### src/rtl/alu_seq.sv
// Wide add/sub/and/or/xor: one limb per cycle through a single ALU, LS limb first; Done Limbs+1 cycles after accept.
// Single requester; Start ignored unless Ready. Define ALU_SEQ_CARRYIN_EN to add a CIn carry/borrow-in port.
module alu #(
  parameter int DataWidth = 8
) (
  input  logic [DataWidth-1:0] a,
  input  logic [DataWidth-1:0] b,
  input  logic [3:0]           func_op,
  input  logic                 cin,
  output logic [DataWidth-1:0] y,
  output logic [3:0]           flags
);
  logic [DataWidth:0] sum;
  logic               c;
  logic               v;

  always_comb begin
    sum = '0;
    y   = '0;
    c   = 1'b0;
    v   = 1'b0;
    case (func_op)
      4'b0000: begin
        sum = {1'b0, a} + {1'b0, b} + {{DataWidth{1'b0}}, cin};
        y   = sum[DataWidth-1:0];
        c   = sum[DataWidth];
        v   = (a[DataWidth-1] == b[DataWidth-1]) && (y[DataWidth-1] != a[DataWidth-1]);
      end
      4'b0001: begin
        sum = {1'b0, a} + {1'b0, ~b} + {{DataWidth{1'b0}}, cin};
        y   = sum[DataWidth-1:0];
        c   = sum[DataWidth];
        v   = (a[DataWidth-1] != b[DataWidth-1]) && (y[DataWidth-1] != a[DataWidth-1]);
      end
      4'b0010: y = a & b;
      4'b0011: y = a | b;
      4'b0100: y = a ^ b;
      default: y = '0;
    endcase
  end

  assign flags = {v, y[DataWidth-1], c, (y == '0)};
endmodule

module alu_seq #(
  parameter int DataWidth = 8,
  parameter int Limbs     = 4
) (
  input  logic                       Clk,
  input  logic                       Reset,
  input  logic                       Start,
`ifdef ALU_SEQ_CARRYIN_EN
  input  logic                       CIn,
`endif
  input  logic [3:0]                 Op,
  input  logic [DataWidth*Limbs-1:0] A,
  input  logic [DataWidth*Limbs-1:0] B,
  output logic                       Ready,
  output logic                       Done,
  output logic [DataWidth*Limbs-1:0] Y,
  output logic [3:0]                 Flags
);
  localparam int IW = (Limbs > 1) ? $clog2(Limbs) : 1;
  localparam logic [IW-1:0] LastIdx = IW'(Limbs - 1);

  localparam logic [1:0] IDLE = 2'd0;
  localparam logic [1:0] RUN  = 2'd1;
  localparam logic [1:0] DONE = 2'd2;

  localparam logic [3:0] OpAdd = 4'b0000;
  localparam logic [3:0] OpSub = 4'b0001;

  logic [1:0]                          state;
  logic [IW-1:0]                       idx;
  logic                                carry;
  logic                                zacc;
  logic [3:0]                          op_q;
  logic [Limbs-1:0][DataWidth-1:0]     a_q;
  logic [Limbs-1:0][DataWidth-1:0]     b_q;
  logic [Limbs-1:0][DataWidth-1:0]     y_q;
  logic [3:0]                          flags_q;

  logic                 init_carry;
  logic                 is_arith;
  logic [DataWidth-1:0] alu_b;
  logic [3:0]           alu_op;
  logic [DataWidth-1:0] alu_y;
  logic [3:0]           alu_f;

`ifdef ALU_SEQ_CARRYIN_EN
  assign init_carry = ((Op == OpAdd) || (Op == OpSub)) ? CIn : 1'b0;
`else
  assign init_carry = (Op == OpSub);
`endif

  // Subtract runs through the adder as A + ~B + carry-in.
  assign is_arith = (op_q == OpAdd) || (op_q == OpSub);
  assign alu_b    = (op_q == OpSub) ? ~b_q[idx] : b_q[idx];
  assign alu_op   = is_arith ? OpAdd : op_q;

  alu #(.DataWidth(DataWidth)) u_alu (
    .a       (a_q[idx]),
    .b       (alu_b),
    .func_op (alu_op),
    .cin     (carry),
    .y       (alu_y),
    .flags   (alu_f)
  );

  always_ff @(posedge Clk or posedge Reset) begin
    if (Reset) begin
      state   <= IDLE;
      idx     <= '0;
      carry   <= 1'b0;
      zacc    <= 1'b0;
      op_q    <= '0;
      a_q     <= '0;
      b_q     <= '0;
      y_q     <= '0;
      flags_q <= '0;
    end else begin
      case (state)
        IDLE: begin
          if (Start) begin
            a_q   <= A;
            b_q   <= B;
            op_q  <= Op;
            idx   <= '0;
            carry <= init_carry;
            zacc  <= 1'b1;
            state <= RUN;
          end
        end
        RUN: begin
          y_q[idx] <= alu_y;
          carry    <= alu_f[1];
          zacc     <= zacc & alu_f[0];
          if (idx == LastIdx) begin
            flags_q <= {is_arith & alu_f[3], alu_f[2], is_arith & alu_f[1], zacc & alu_f[0]};
            state   <= DONE;
          end else begin
            idx <= idx + 1'b1;
          end
        end
        DONE:    state <= IDLE;
        default: state <= IDLE;
      endcase
    end
  end

  assign Ready = (state == IDLE);
  assign Done  = (state == DONE);
  assign Y     = y_q;
  assign Flags = flags_q;
endmodule

### config.mk
export PLATFORM = sky130hd
export DESIGN_NAME = alu_seq
export DESIGN_NICKNAME = d
export VERILOG_FILES = /design/src/rtl/alu_seq.sv
export SDC_FILE = /design/constraint.sdc
export NUM_CORES = 1
export LEC_CHECK = 0
export ABC_AREA = 0
export CAP_MARGIN = 5
export CORE_UTILIZATION = 55
export DETAILED_ROUTE_END_ITERATION = 8
export PLACE_DENSITY_LB_ADDON = 0.15
export SKIP_CTS_REPAIR_TIMING = 1
export SYNTH_ARGS = -nofsm -noshare
export SYNTH_HDL_FRONTEND = slang
export SYNTH_SLANG_ARGS = --single-unit
### constraint.sdc
create_clock -name Clk -period 6 [get_ports Clk]
set_input_delay 1.5 -clock Clk [delete_from_list [all_inputs] [get_ports Clk]]
set_output_delay 1.5 -clock Clk [all_outputs]
set_load 0.05 [all_outputs]
==> results of run 1 <==
[worst max-delay path, stage by stage, from the launching register on]
cell	delay, ns
dfrtp_1	0.51
nor3_1	0.54
and2_1	0.49
xor2_1	0.33
inv_1	0.13
fa_1	0.43
inv_1	0.08
fa_1	0.22
nor2b_1	0.18
o211ai_1	0.15
a31o_1	0.25
a211oi_2	0.34
and3_1	0.23
nand4_2	0.10
o21ai_1	0.15
[cells in the final DEF (no fill, tap or decap), drive strengths merged, types with 4 or more instances in the layout]
cell type / n
mux2: 67
nand2: 44
dfrtp: 109
mux2i: 4
o21ai: 41
a21oi: 10
xor2: 6
mux4: 16
ha: 23
inv: 36
nor3: 4
nor2: 20
clkbuf: 10
nor2b: 6
xnor2: 4
clkdlybuf4s50: 108
nand3b: 4
a211oi: 7
[synth_stat cells, drive strengths merged, types with 6 or more instances]
| master | number | area, sq um |
|---|---|---|
| dfrtp | 109 | 2730 |
| mux2 | 67 | 754 |
| nand2 | 44 | 165 |
| o21ai | 41 | 205 |
| inv | 34 | 128 |
| ha | 23 | 288 |
| nor2 | 20 | 75.1 |
| buf | 18 | 106 |
| mux4 | 16 | 360 |
| a21oi | 10 | 53.8 |
| clkbuf | 8 | 30.0 |
| a211oi | 7 | 72.6 |
| nor2b | 6 | 45.0 |
| xor2 | 6 | 52.6 |
[state kept, by name (all words and copies together) (netlist names)]
signal	count
Flags	4
op_q	4
b_q	32
a_q	32
Y	31
zacc	1
idx	2
carry	1
state	2
[how the worst max path moves through the flow]
stage,from,endpoint,slack [ns],cells after the start
floorplan,Reset,Flags[0],1.63,1
global placement,op_q[2],zacc,1.99,14
detailed placement,op_q[2],zacc,1.87,14
CTS,op_q[2],Flags[0],1.84,14
global route,op_q[2],zacc,1.37,14
finish,op_q[2],Flags[0],1.80,14
[logic make-up (layout without fill, tap and decap cells)]
| logic type | after synthesis | in the layout |
|---|---|---|
| flip-flops | 109 | 109 |
| AND/OR/NAND/NOR | 93 | 93 |
| multiplexers | 87 | 87 |
| AO/OA/AOI/OAI | 80 | 80 |
| buffers and inverters | 60 | 161 |
| adder cells (fa/ha/maj) | 26 | 26 |
| XOR/XNOR | 10 | 10 |
[metrics by stage]
step,area [sq um],instances,util [%]
final,6900,699,70.6
after global routing,6900,699,70.6
after CTS,6900,699,70.6
after detailed placement,6700,683,68.5
after global placement,6700,683,68.5
after floorplan,5560,465,-
[layer usage]
| layer | routed length [um] | track usage (%) | vias up |
|---|---|---|---|
| li1 | - | - | 1815 |
| met1 | 5210 | 31.7 | 1900 |
| met2 | 5970 | 41.6 | 116 |
| met3 | 492 | 3.66 | 20 |
| met4 | 195 | 7.80 | 0 |
| met5 | 0 | 0 | - |
[area by class of cell]
class                           instances  area [sq um]
Inverter                               34           130
Multi-Input combinational cell        296          2570
Sequential cell                       109          2730
Timing Repair Buffer                  111          1100
Tap cell                              133           166
Clock inverter                          6          70.1
Fill cell                             737          2880
Clock buffer                           10           128
==> summary.txt, run 1 <==
worst hold path depth = 2
worst reg2reg endpoint = Flags[0]
Post-Syn Area = 0.00556 sq mm
core area = 0.00977 sq mm
CTS tree = done
Worst Skew = 0.0142 ns
Initial DRC Count = 167
GRT overflow = 0
vias in the first global route = 3908
DRC viols = 0
CTS root buffer = clkbuf_8
Synth Area in Adders = 6.25%
diode count = 0
CP max FO = 14
Detail Placement HPWL = 8890 um
wire per inst = 17.0 um
Worst Hold Class = flop to flop
Arrival @ worst endpoint = 4.48 ns
Sink Count = 109
outcome = complete, no violations
Max Slew Vio Count = 0
Setup WS post-layout = 1.80 ns
post-layout min period = 4.20 ns
antenna violations before repair = 0
layout cell share with drive strength beyond 1 = 20.7%
Synth Net Count = 562
distinct cell type count after synthesis = 56
# IOs = 109
routability congestion estimate from global placement = 0.922
CP required = 6.29 ns
vias per cell = 5.51
start point of the worst min-delay path = Y[19]
Synth Area in Compound Gates = 9.36%
Worst-path clk slew = 0.11 ns
period utilization = 70.0%
Tot GR Track Use = 24.2%
RSZ-0062 raised after global routing = no
die area = 0.0105 sq mm
critical path class = flop to flop
leading register cell type out of synthesis = dfrtp_1
Initial Util = 56.9%
DRT Wirelength = 11900 um
Fin Setup TNS = 0 ns
sequential element share of the synthesized area = 49.0%
area delta synth->final = 24.0%
EDFF count, synth = 0
startpoint class of the critical path = flop
clk_lat worst skew = 0.37 ns
Syn Area/Cell = 12.0 sq um
number of CTS-inserted buffers = 9
largest net degree at the start of global routing = 63
first-pass GRT wire length = 19100 um
Reg2Reg Setup Slack = 1.80 ns
post-synthesis xor/xnor area fraction = 1.57%
Final setup viols = 0
Die W = 103 um
largest family of logic cells by synthesized area = multiplexers
Worst-Margin Slew = 0.896 ns
Hold Path Sink = Y[19]
Reg-to-Reg Start = op_q[2]
drt first pass iters = 5
Rel. slew slack = 40.3%
pre-CTS WS = 1.87 ns
Port Buffers = 108
vias = 3851
Die Ht = 103 um
max-cap violations = 0
synth warn = 0
final hold vios = 0
simple-gate area share of the yosys netlist = 8.28%
Post-Synthesis Cells = 465
mux cell area share after synthesis = 20.8%
Rows = 36
Routed Antenna Nets = 0
Worst Hold Slack = 0.487 ns
CTS max path bufs = 2
fin nets = 658
R2R depth = 14
Critical Path Sink Type = flop
H-tree levels = 3
Post-synth ARST share = 100%
Synth Register Bits = 109
Max Freq = 238 MHz
Power of run 1 is left out: the tool's default activity adds up to more than one toggle a clock period on the data nets, which glitch-free logic cannot reach.
==> run 2: changes to the inputs <==
--- a/config.mk
+++ b/config.mk
@@ -7,7 +7,7 @@
 export LEC_CHECK = 0
 export ABC_AREA = 0
 export CAP_MARGIN = 5
-export CORE_UTILIZATION = 55
+export CORE_UTILIZATION = 47
 export DETAILED_ROUTE_END_ITERATION = 8
 export PLACE_DENSITY_LB_ADDON = 0.15
 export SKIP_CTS_REPAIR_TIMING = 1
==> constraint.sdc (replaced) <==
create_clock -name Clk -period 3.4 [get_ports Clk]
set_input_delay 0.85 -clock Clk [delete_from_list [all_inputs] [get_ports Clk]]
set_output_delay 0.85 -clock Clk [all_outputs]
set_load 0.05 [all_outputs]
==> summary.txt, run 2 (synthesis gave the netlist of run 1 again) <==
Worst-Margin Slew = 0.633 ns (-0.262 ns)
Arrival @ worst endpoint = 3.50 ns (-0.98 ns)
Port Buffers = 108 (unchanged)
drt first pass iters = 4 (-1)
core area = 0.0115 sq mm (+17%)
CP top delay family = compound AO/OA/AOI/OAI gates
Die W = 111 um (+8.0%)
layout filler cell count = 951 (+29%)
DRC viols = 0 (unchanged)
H-tree levels = 3 (unchanged)
antenna violations before repair = 0 (unchanged)
CP required = 3.62 ns (-2.67 ns)
vias = 3895 (+1.1%)
CTS tree = done
Initial DRC Count = 250 (+50%)
post-layout min period = 3.28 ns (-0.919 ns)
Tot GR Track Use = 21.0% (-3.3 points)
startpoint class of the critical path = flop
slowest stage cell, crit path = mux4_2
wire per inst = 17.0 um (about the same)
Sink Count = 109 (unchanged)
Rel. slew slack = 57.7% (+17 points)
largest net degree at the start of global routing = 110 (+75%)
Die Ht = 111 um (+8.0%)
Worst path max stage delay = 0.53 ns (about the same)
Worst Skew = 0.0102 ns (-0.00405 ns)
Worst Hold Class = flop to flop
routability congestion estimate from global placement = 0.813 (-12%)
vias in the first global route = 4108 (+5.1%)
fin nets = 678 (+3.0%)
critical path cell sequence = buf_12 > mux4_2 > inv_2 > fa_2 > inv_1 > fa_2 > nor2b_2 > o211ai_1 > nand2_1 > a21o_1 > a21oi_2 > nor4_1 > o32a_1
outcome = complete, no violations
Routed Antenna Nets = 0 (unchanged)
first-pass GRT wire length = 20500 um (+7.1%)
max-cap violations = 0 (unchanged)
die area = 0.0123 sq mm (+17%)
critical path class = flop to flop
CTS root buffer = clkbuf_16
GRT overflow = 0 (unchanged)
DRT Wirelength = 12400 um (+4.1%)
CP max FO = 10 (-4)
commonest non-fill, non-tap cells in the layout = dfrtp_1, clkdlybuf4s50_1, mux2_2
area delta synth->final = 30.0%
clk_lat worst skew = 0.35 ns (-0.02 ns)
layout cell share with drive strength beyond 1 = 25.3% (+4.6 points)
Initial Util = 48.5% (-8.4 points)
CP most frequent cell = fa_2
Max Freq = 305 MHz (+28%)
Worst-path clk slew = 0.07 ns (-0.04 ns)
Final setup viols = 0 (unchanged)
vias per cell = 5.35 (-2.9%)
buffers and inverters on the worst path = 3 (+1)
Rows = 39 (+8.3%)
diode count = 0 (unchanged)
CTS max path bufs = 2 (unchanged)
Detail Placement HPWL = 9100 um (+2.3%)
# IOs = 109 (unchanged)
number of CTS-inserted buffers = 9 (unchanged)
Worst Hold Slack = 0.481 ns (-0.00635 ns)
period utilization = 96.5% (+26 points)
Critical Path Sink Type = flop
Max Slew Vio Count = 0 (unchanged)
final hold vios = 0 (unchanged)
[run 2: changes by cell type in the layout (fill, tap and decap cells not counted), moves of 2 or more]
cell        before  now
clkinvlp_4       0    3
buf_4            3   19
xor2_2           0    2
fa_1             3    1
clkbuf_16        0   10
buf_12           0    3
fa_2             0    2
xor2_1           6    4
inv_2            1    3
clkbuf_8         9    0
inv_1           32   30
[run 2: final cells by class]
class                           count  area (sq um)  area share, %
Tap cell                          143           179           2.47
Multi-Input combinational cell    296          2610           36.1
Clock buffer                        9           225           3.11
Sequential cell                   109          2730           37.7
Timing Repair Buffer              131          1310           18.1
Inverter                           34           131           1.82
Clock inverter                      6          48.8          0.675
[run 2: through the flow]
step	setup WS, ns	instance area, sq um	TNS [ns]	instances	util, %
final	0.120	7230	0	728	63.1
after global placement	0.0784	6890	0	710	60.1
after global routing	-0.00713	7230	-0.00713	728	63.1
after CTS	-0.0867	7170	-0.0867	725	62.5
after detailed placement	-0.0142	6890	-0.0142	710	60.1
after floorplan	0.0286	5580	0	465	-
[run 2: worst paths after layout]
| path | slack (ns) | start | depth (start not counted) | endpoint |
|---|---|---|---|---|
| worst max-delay path | 0.12 | idx[0] | 13 | carry |
| worst min-delay path | 0.48 | Y[2] | 2 | Y[2] |
| worst max register to register | 0.12 | idx[0] | 13 | carry |
| worst min register to register | 0.48 | Y[2] | 2 | Y[2] |
| max in group asynchronous | 1.94 | Reset | 3 | idx[0] |
| min in group asynchronous | 1.01 | Reset | 3 | Y[19] |
[run 2: per-layer routing]
metal / vias to the layer above / GRT usage, % / wire length [um]
li1: 1849 / - / -
met4: 0 / 7.91 / 241
met3: 17 / 3.34 / 529
met5: - / 0 / 0
met1: 1921 / 27.3 / 5510
met2: 108 / 35.4 / 6070
[run 2: worst register-to-register path, delay by kind of cell, from the launching register on]
kind	cells	cell delay (ns)
adders and majority gates	2	0.58
DFF	1	0.41
AOI/OAI and AO/OA	4	0.96
and+or+nand+nor	3	0.37
muxes	1	0.53
buffers and inverters	3	0.33
Power of run 2 is left out for the same reason.
